===== src/rtl/arm_microseq.sv =====
// Microprogrammed multicycle ARM controller: micro-PC sequencer, micro-word decode,
// condition flags and CondEx. Optional stall watchdog under ARM_MICROSEQ_TIMEOUT_EN.
module arm_microseq #(
  parameter int UPC_W   = 4,
  parameter int TIMEOUT = 255,
  parameter int TMO_W   = $clog2(TIMEOUT + 1)
) (
  input  logic             clk,
  input  logic             reset,
  input  logic [19:0]      Instr,
  input  logic [3:0]       ALUFlags,
  input  logic             MemReady,
  output logic             PCWrite,
  output logic             MemWrite,
  output logic             RegWrite,
  output logic             IRWrite,
  output logic             AdrSrc,
  output logic             ALUSrcA,
  output logic [1:0]       RegSrc,
  output logic [1:0]       ALUSrcB,
  output logic [1:0]       ResultSrc,
  output logic [1:0]       ImmSrc,
  output logic [1:0]       ALUControl,
  output logic             Fault,
  output logic [UPC_W-1:0] UPC
);

  // Handshake: MemReady=1 in FETCH/MEMRD/MEMWR means the access completes on this
  // cycle's rising edge; while it is 0 the micro-state holds and only MemWrite stays up.

  typedef enum logic [UPC_W-1:0] {
    S_FETCH  = UPC_W'(0),
    S_DECODE = UPC_W'(1),
    S_MEMADR = UPC_W'(2),
    S_MEMRD  = UPC_W'(3),
    S_MEMWB  = UPC_W'(4),
    S_MEMWR  = UPC_W'(5),
    S_EXECR  = UPC_W'(6),
    S_EXECI  = UPC_W'(7),
    S_ALUWB  = UPC_W'(8),
    S_BRANCH = UPC_W'(9),
    S_HALT   = UPC_W'(10)
  } state_t;

  state_t state, state_nxt;

  logic [3:0] cond;
  logic [1:0] op;
  logic [5:0] funct;
  logic [3:0] rd;
  logic       unused_instr;

  assign cond         = Instr[19:16];
  assign op           = Instr[15:14];
  assign funct        = Instr[13:8];
  assign rd           = Instr[3:0];
  assign unused_instr = ^Instr[7:4];

  // Micro-word fields
  logic       mw_asa;
  logic [1:0] mw_asb;
  logic [1:0] mw_rs;
  logic       mw_adr;
  logic       mw_regw;
  logic       mw_memw;
  logic       mw_branch;
  logic       mw_aluop;

  logic       stall_state;
  logic       wd_fire;

  // Flags register {N,Z,C,V}
  logic [3:0] flags;
  logic       cond_ex;
  logic [1:0] alu_dec;

  assign stall_state = (state == S_FETCH) || (state == S_MEMRD) || (state == S_MEMWR);

  always_comb begin
    logic fn, fz, fc, fv;
    fn = flags[3];
    fz = flags[2];
    fc = flags[1];
    fv = flags[0];
    cond_ex = 1'b0;
    case (cond)
      4'h0: cond_ex = fz;
      4'h1: cond_ex = ~fz;
      4'h2: cond_ex = fc;
      4'h3: cond_ex = ~fc;
      4'h4: cond_ex = fn;
      4'h5: cond_ex = ~fn;
      4'h6: cond_ex = fv;
      4'h7: cond_ex = ~fv;
      4'h8: cond_ex = fc & ~fz;
      4'h9: cond_ex = ~fc | fz;
      4'hA: cond_ex = (fn == fv);
      4'hB: cond_ex = (fn != fv);
      4'hC: cond_ex = ~fz & (fn == fv);
      4'hD: cond_ex = fz | (fn != fv);
      4'hE: cond_ex = 1'b1;
      default: cond_ex = 1'b0;
    endcase
  end

  always_comb begin
    alu_dec = 2'b00;
    case (funct[4:1])
      4'b0100: alu_dec = 2'b00;
      4'b0010: alu_dec = 2'b01;
      4'b0000: alu_dec = 2'b10;
      4'b1100: alu_dec = 2'b11;
      default: alu_dec = 2'b00;
    endcase
  end

  // Micro-store: next micro-PC and micro-word for the current micro-state
  always_comb begin
    state_nxt = state;
    mw_asa    = 1'b0;
    mw_asb    = 2'b00;
    mw_rs     = 2'b00;
    mw_adr    = 1'b0;
    mw_regw   = 1'b0;
    mw_memw   = 1'b0;
    mw_branch = 1'b0;
    mw_aluop  = 1'b0;
    case (state)
      S_FETCH: begin
        mw_asa = 1'b1;
        mw_asb = 2'b10;
        mw_rs  = 2'b10;
        if (MemReady) state_nxt = S_DECODE;
      end
      S_DECODE: begin
        mw_asa = 1'b1;
        mw_asb = 2'b10;
        mw_rs  = 2'b10;
        case (op)
          2'b00:   state_nxt = funct[5] ? S_EXECI : S_EXECR;
          2'b01:   state_nxt = S_MEMADR;
          2'b10:   state_nxt = S_BRANCH;
          default: state_nxt = S_FETCH;
        endcase
      end
      S_MEMADR: begin
        mw_asb    = 2'b01;
        state_nxt = funct[0] ? S_MEMRD : S_MEMWR;
      end
      S_MEMRD: begin
        mw_adr = 1'b1;
        if (MemReady) state_nxt = S_MEMWB;
      end
      S_MEMWB: begin
        mw_rs     = 2'b01;
        mw_regw   = 1'b1;
        state_nxt = S_FETCH;
      end
      S_MEMWR: begin
        mw_adr  = 1'b1;
        mw_memw = 1'b1;
        if (MemReady) state_nxt = S_FETCH;
      end
      S_EXECR: begin
        mw_aluop  = 1'b1;
        state_nxt = S_ALUWB;
      end
      S_EXECI: begin
        mw_asb    = 2'b01;
        mw_aluop  = 1'b1;
        state_nxt = S_ALUWB;
      end
      S_ALUWB: begin
        mw_regw   = 1'b1;
        state_nxt = S_FETCH;
      end
      S_BRANCH: begin
        mw_asb    = 2'b01;
        mw_rs     = 2'b10;
        mw_branch = 1'b1;
        state_nxt = S_FETCH;
      end
      S_HALT:  state_nxt = S_HALT;
      default: state_nxt = S_HALT;
    endcase
    if (wd_fire) state_nxt = S_HALT;
  end

  always_ff @(posedge clk) begin
    if (!reset) state <= S_FETCH;
    else        state <= state_nxt;
  end

`ifdef ARM_MICROSEQ_TIMEOUT_EN
  localparam logic [TMO_W-1:0] TMO_LAST = TMO_W'(TIMEOUT - 1);
  logic [TMO_W-1:0] tmo_cnt;

  // The TIMEOUT-th consecutive stalled cycle redirects the next state to HALT.
  assign wd_fire = stall_state && !MemReady && (tmo_cnt == TMO_LAST);

  always_ff @(posedge clk) begin
    if (!reset)
      tmo_cnt <= '0;
    else if (stall_state && !MemReady && (state_nxt == state))
      tmo_cnt <= tmo_cnt + TMO_W'(1);
    else
      tmo_cnt <= '0;
  end

  assign Fault = reset && (state == S_HALT);
`else
  logic [TMO_W-1:0] unused_tmo;
  logic             unused_stall;
  assign unused_tmo   = TMO_W'(TIMEOUT);
  assign unused_stall = stall_state;
  assign wd_fire      = 1'b0;
  assign Fault        = 1'b0;
`endif

  // Flags update on the edge that ends an execute micro-state
  always_ff @(posedge clk) begin
    if (!reset) begin
      flags <= 4'b0000;
    end else if ((state == S_EXECR || state == S_EXECI) && cond_ex && funct[0]) begin
      flags[3:2] <= ALUFlags[3:2];
      if (alu_dec == 2'b00 || alu_dec == 2'b01) flags[1:0] <= ALUFlags[1:0];
    end
  end

  logic fetch_go;
  logic regw_g;

  assign fetch_go = (state == S_FETCH) && MemReady;
  assign regw_g   = mw_regw && cond_ex;

  assign PCWrite    = reset && (fetch_go || (mw_branch && cond_ex) || (regw_g && rd == 4'hF));
  assign IRWrite    = reset && fetch_go;
  assign RegWrite   = reset && regw_g;
  assign MemWrite   = reset && mw_memw && cond_ex;
  assign AdrSrc     = reset && mw_adr;
  assign ALUSrcA    = reset && mw_asa;
  assign ALUSrcB    = reset ? mw_asb : 2'b00;
  assign ResultSrc  = reset ? mw_rs : 2'b00;
  assign ImmSrc     = reset ? op : 2'b00;
  assign RegSrc     = reset ? {op == 2'b01, op == 2'b10} : 2'b00;
  assign ALUControl = (reset && mw_aluop) ? alu_dec : 2'b00;
  assign UPC        = reset ? state : '0;

endmodule

===== config.mk =====
export PLATFORM = sky130hd
export DESIGN_NAME = arm_microseq
export DESIGN_NICKNAME = d
export VERILOG_FILES = /design/src/rtl/arm_microseq.sv
export SDC_FILE = /design/constraint.sdc
export NUM_CORES = 1
export LEC_CHECK = 0
export ABC_AREA = 1
export BUFFER_PORTS_ARGS = -buffer_cell sky130_fd_sc_hd__buf_4
export CAP_MARGIN = 20
export CORE_MARGIN = 2
export CORE_UTILIZATION = 35
export DETAILED_ROUTE_END_ITERATION = 7
export GPL_TIMING_DRIVEN = 0
export PLACE_DENSITY = 0.72
export SYNTH_ARGS = -nofsm -noshare
export SYNTH_HDL_FRONTEND = slang
export SYNTH_SLANG_ARGS = --single-unit

===== constraint.sdc =====
create_clock -name clk -period 3 [get_ports clk]
set_clock_uncertainty 0.05 [all_clocks]
set_input_delay 0.15 -clock clk [delete_from_list [all_inputs] [get_ports clk]]
set_output_delay 0.15 -clock clk [all_outputs]
set_load 0.01 [all_outputs]

# [After elaboration in Yosys (flattened, before gate mapping)]
# Cells that the tools add are included.
# W data, S select, Z words.
[totals] output_inout_bits=21 wordCells=100 mem_bits_rw=0 latchBits=0 memories=0 rom_bits=0 inputBits=27 ff_bits=8
[classes] n_lt_le_gt_ge=0 n_shift=0 n_div=0 n_mul=0 mux=23 bitwise=8 reduce_logical=32 eq_ne=34 n_addsub=0
[ops] op="$eq A4 B4 Y1 const B" count=11
[ops] op="$eq A4 B3 Y1 const B" count=8
[ops] op="$pmux W4 S7" count=1
[ops] op="$eq A4 B2 Y1 const B" count=5
[ops] op="$mux W4" count=4
[ops] op="$pmux W1 S15" count=1
[ops] op="$logic_and A1 B1 Y1" count=14
[ops] op="$logic_not A4 Y1" count=3
[ops] op="$pmux W4 S3" count=1
[ops] op="$mux W2" count=5
[ops] op="$reduce_or A3 Y1" count=3
[ops] op="$eq A4 B1 Y1 const B" count=2
[ops] op="$pmux W2 S2" count=2
[ops] op="$reduce_or A2 Y1" count=4
[ops] op="$mux W1" count=7
[ops] op="$ne A2 B2 Y1 const B" count=3
[ops] op="$pmux W2 S3" count=1
[ops] op="$eq A2 B1 Y1 const B" count=2
[ops] op="$logic_not A2 Y1" count=2
[ops] op="$logic_or A1 B1 Y1" count=4
[ops] op="$not A1 Y1" count=4
[ops] op="$mux W3" count=1
[ops] op="$reduce_and A3 Y1" count=1
[ops] op="$and A1 B1 Y1" count=2
[ops] op="5 further kinds" count=6

# [Depth between registers and ports, before layout]
[depth] ltp_word=7 depth_mapped=12 mapped_depth_nobuf=12

# [Worst setup path after synthesis]
# OpenSTA, ideal clock, no wires.
[synth_path] path_kind="reg2out" from="register flags[3]" to="output PCWrite" t_arrival_ps=1146 slack_ps=1654 path_stages_with_launch=12 t_required_ps=2800 cell_sequence="dfxtp_1 > inv_1 > nand2_1 > nand3_1 > nand3_1 > nand2_1 > nor2_2 > nand2_4 > nand2_1 > nand3_1 > nand2_1 > inv_1"
[synth_between] elab_chain_cells=7 elab_cells_between_ends=12
[synth_lines] element="start, declared" line_no="73" text="logic [3:0] flags;"
[synth_lines] element="start signal, assigned" line_no="225" text="flags[3:2] <= ALUFlags[3:2];"
[synth_lines] element="$ne A1 B1 Y1 / $eq A1 B1 Y1 (equally long branches)"
[synth_lines] element="$or A1 B1 Y1 / $and A1 B1 Y1 (equally long branches)" line_no="100, 99"
[synth_lines] element="$pmux W1 S15 (*)" line_no="86" text="case (cond)"
[synth_lines] element="$logic_and A1 B1 Y1, on equally long branches" line_no="236, 234"
[synth_lines] element="$logic_or A1 B1 Y1 / $logic_and A1 B1 Y1 (equally long branches)" line_no="236" text="assign PCWrite = reset && (fetch_go || (mw_branch && cond_ex) || (regw_g && rd == 4'hF));"
[synth_lines] element="$logic_or A1 B1 Y1 (*)" line_no="236"
[synth_lines] element="$logic_and A1 B1 Y1 (*)" line_no="236"
[synth_lines] element="end, declared" line_no="13" text="output logic PCWrite,"
# Mark *: on every way between the ends. The rest lies on a longest branch, timed or not.

# [Final worst setup path]
# Same ends and word-level chain as after synthesis.

==> impl_metrics.toml <==
[cells_and_area]
num_antenna_cells = 0
syn2layout_area_growth_pct = 41.0
drive_gt1_share_pct = 26.0
stdcell_area_um2 = 1290
fin_cells = 253
final_core_util_pct = 52.1
layout.nets = 252

[setup_path]
crit_required_ns = 2.80
reg2reg_to = "flags[3]"
crit_path_end_kind = "primary output"
worstPathMaxFanout = 9
cp.arrival_ns = 1.66
reg2reg_from = "flags[3]"
start_kind = "register"
reg2reg_depth = 10
rrSetupSlack_ns = 1.57
path_class = "register to primary output"

[placed_design]
placed_area_um2 = 1270
pre_cts_slack_ns = 1.40
portBuffers = 42
numPlacedInstances = 250
gp_congestion = 0.827
dp_hpwl_um = 2030

[synthesis]
async_flop_share_pct = 0
netlist_area_um2 = 916
netlist-cell-type-count = 26
ys_seq_area_share_pct = 17.5
synthFlopType = "dfxtp_1"
synthCells = 178
ys_warn_count = 0
avgSynthCellArea_um2 = 5.15
synth_fp_nets = 205
ys_ff_latch = 8
synth_edf_count = 0

[routing]
routed-via-count = 1165
drc = 0
routed_via_density = 4.60
wirelength_um = 2390
drt_first_pass_iters = 4
first_iter_violations = 25
post_drt_wl_per_cell_um = 9.44
ant_nets = 0

[sta]
hold_viol = 0
fin_tns_setup_ns = 0
timing.hold.ws_ns = 0.128
setup_ws_ns = 1.14
fin_crit_sh_pct = 62.0
max_freq_ghz = 0.538
slew_headroom_pct = 62.1
worst_slew_pin_slew_ns = 0.562
slew_violations = 0
rsz0062_at_grt = "false"
finalSetupViolCount = 0
period_minus_slack_ns = 1.86

[min_path]
hold_class = "input port to register"
hold_start = "ALUFlags[2]"
hold_end = "flags[2]"
hold_depth = 3

[floorplan]
dieWidth_um = 55.2
dieArea_um2 = 3040
start_util_pct = 37.0
core_area_um2 = 2480
die_h_um = 55.2
io_pins = 48
rows = 18

[cts]
cts_max_path_buffers = 2
cts.sinks = 8
root_buffer = "clkbuf_4"
cts_tree = "yes"
insertion_delay_ns = 0.25
cts.repair.resized = 0
htree_levels = 1
post_cts_buffers = 0
cts_hold_buf = 0
cts_buffers = 3
clk_pin_slew_ns = 0.05

[global_route]
antenna_found_initial = 0
met1_usage_pct = 20.7
grt_usage_pct = 18.1
top_usage_layer = "met2"
use_met3_pct = 5.11
grt_pass1_vias = 1024
grt_max_degree = 11
grt.overflow.total = 0
grt_util_met2_pct = 32.7
grt_pass1_wl_um = 3970

[power_and_ir_drop]
clockPowerShare_pct = 19.8
sw_frac_of_total_pct = 39.1
p_seq_share_pct = 29.7
intPower_uw = 250
ir_drop_mv = 0.229
power_density_nw_per_um2 = 318
power.total_uw = 411
p_leak_nw = 0.729
pwr-share-comb_pct = 50.5
netSwitchingPower_uw = 161

[outcome]
outcome = "complete, no violations"

[job]
drv_cap = 0
==> power by group through the flow <==
stage               Clock (mW)  Combinational (mW)  Sequential, mW
finish                  0.0811               0.207           0.122
global route            0.0932               0.234           0.124
CTS                     0.0858               0.209           0.122
detailed placement           0               0.208           0.124
global placement             0               0.208           0.125
floorplan                    0               0.127           0.123
==> critical path: stages (launching register included) <==
cell,delay [ns]
dfxtp_1,0.37
inv_1,0.08
nand2_1,0.10
nand3_1,0.10
nand3_1,0.08
nand2_1,0.06
nor2_2,0.15
nand2_4,0.10
nand2_1,0.07
nand3_1,0.07
nand2_1,0.06
inv_1,0.04
buf_4,0.13
==> per-layer routing <==
layer | wire [µm] | part of all wire (%)
met5 | 0 | 0
met4 | 27 | 1.1
met3 | 123 | 5.1
met2 | 1170 | 49
met1 | 1070 | 45
==> kinds of logic (layout without fill, tap and decap cells) <==
family	after synthesis	in the layout	synth area share (%)
simple gates	103	103	49.2
flops	8	8	17.5
other cells	1	1	0.409
buf+inv	45	90	19.4
compound gates	21	21	13.5
==> flip-flops by register name, indices dropped and copies added, names as in the netlist <==
register / cells
flags: 4
state: 4
==> synthesized netlist by cell type, types with 2 or more instances <==
master | count | area share, %
nand3_1 | 15 | 8.2
o21ai_1 | 2 | 1.1
dfxtp_1 | 8 | 17
buf_4 | 2 | 1.6
nand2_1 | 47 | 19
o22ai_1 | 2 | 1.4
nor2_2 | 5 | 3.4
nand4_1 | 4 | 2.7
a21oi_1 | 5 | 2.7
nor2_1 | 25 | 10
nor3_1 | 4 | 2.2
o21ai_0 | 7 | 3.8
inv_1 | 39 | 16
==> area by class of cell <==
type	instances	area, µm²
plain buffers	4	23.8
clock buffers	3	22.5
fillers	271	1190
inverters	41	154
multi-input cells	125	578
flip-flops and latches	8	160
well taps	30	37.5
repair buffers	42	315
==> cells in the final DEF (no fill, tap or decap), drive strengths merged, types with 2 or more instances in the layout <==
cell type   n
inv        40
nand2      48
clkbuf      5
nand4       4
o21ai      10
buf        44
o22ai       2
a21oi       5
nor3        4
nand3      16
dfxtp       8
nor2       30
==> how the worst max path moves through the flow <==
| stage | start | endpoint | slack (ns) | cells past startpoint |
|---|---|---|---|---|
| 6_report | flags[3] | PCWrite | 1.14 | 12 |
| 5_1_grt | flags[3] | PCWrite | 0.99 | 12 |
| 4_1_cts | flags[3] | PCWrite | 1.12 | 12 |
| 3_5_place_dp | flags[3] | PCWrite | 1.40 | 12 |
| 3_3_place_gp | flags[3] | PCWrite | 1.41 | 12 |
| 2_1_floorplan | flags[3] | PCWrite | 1.65 | 11 |
(Power assumes the default switching activity.)
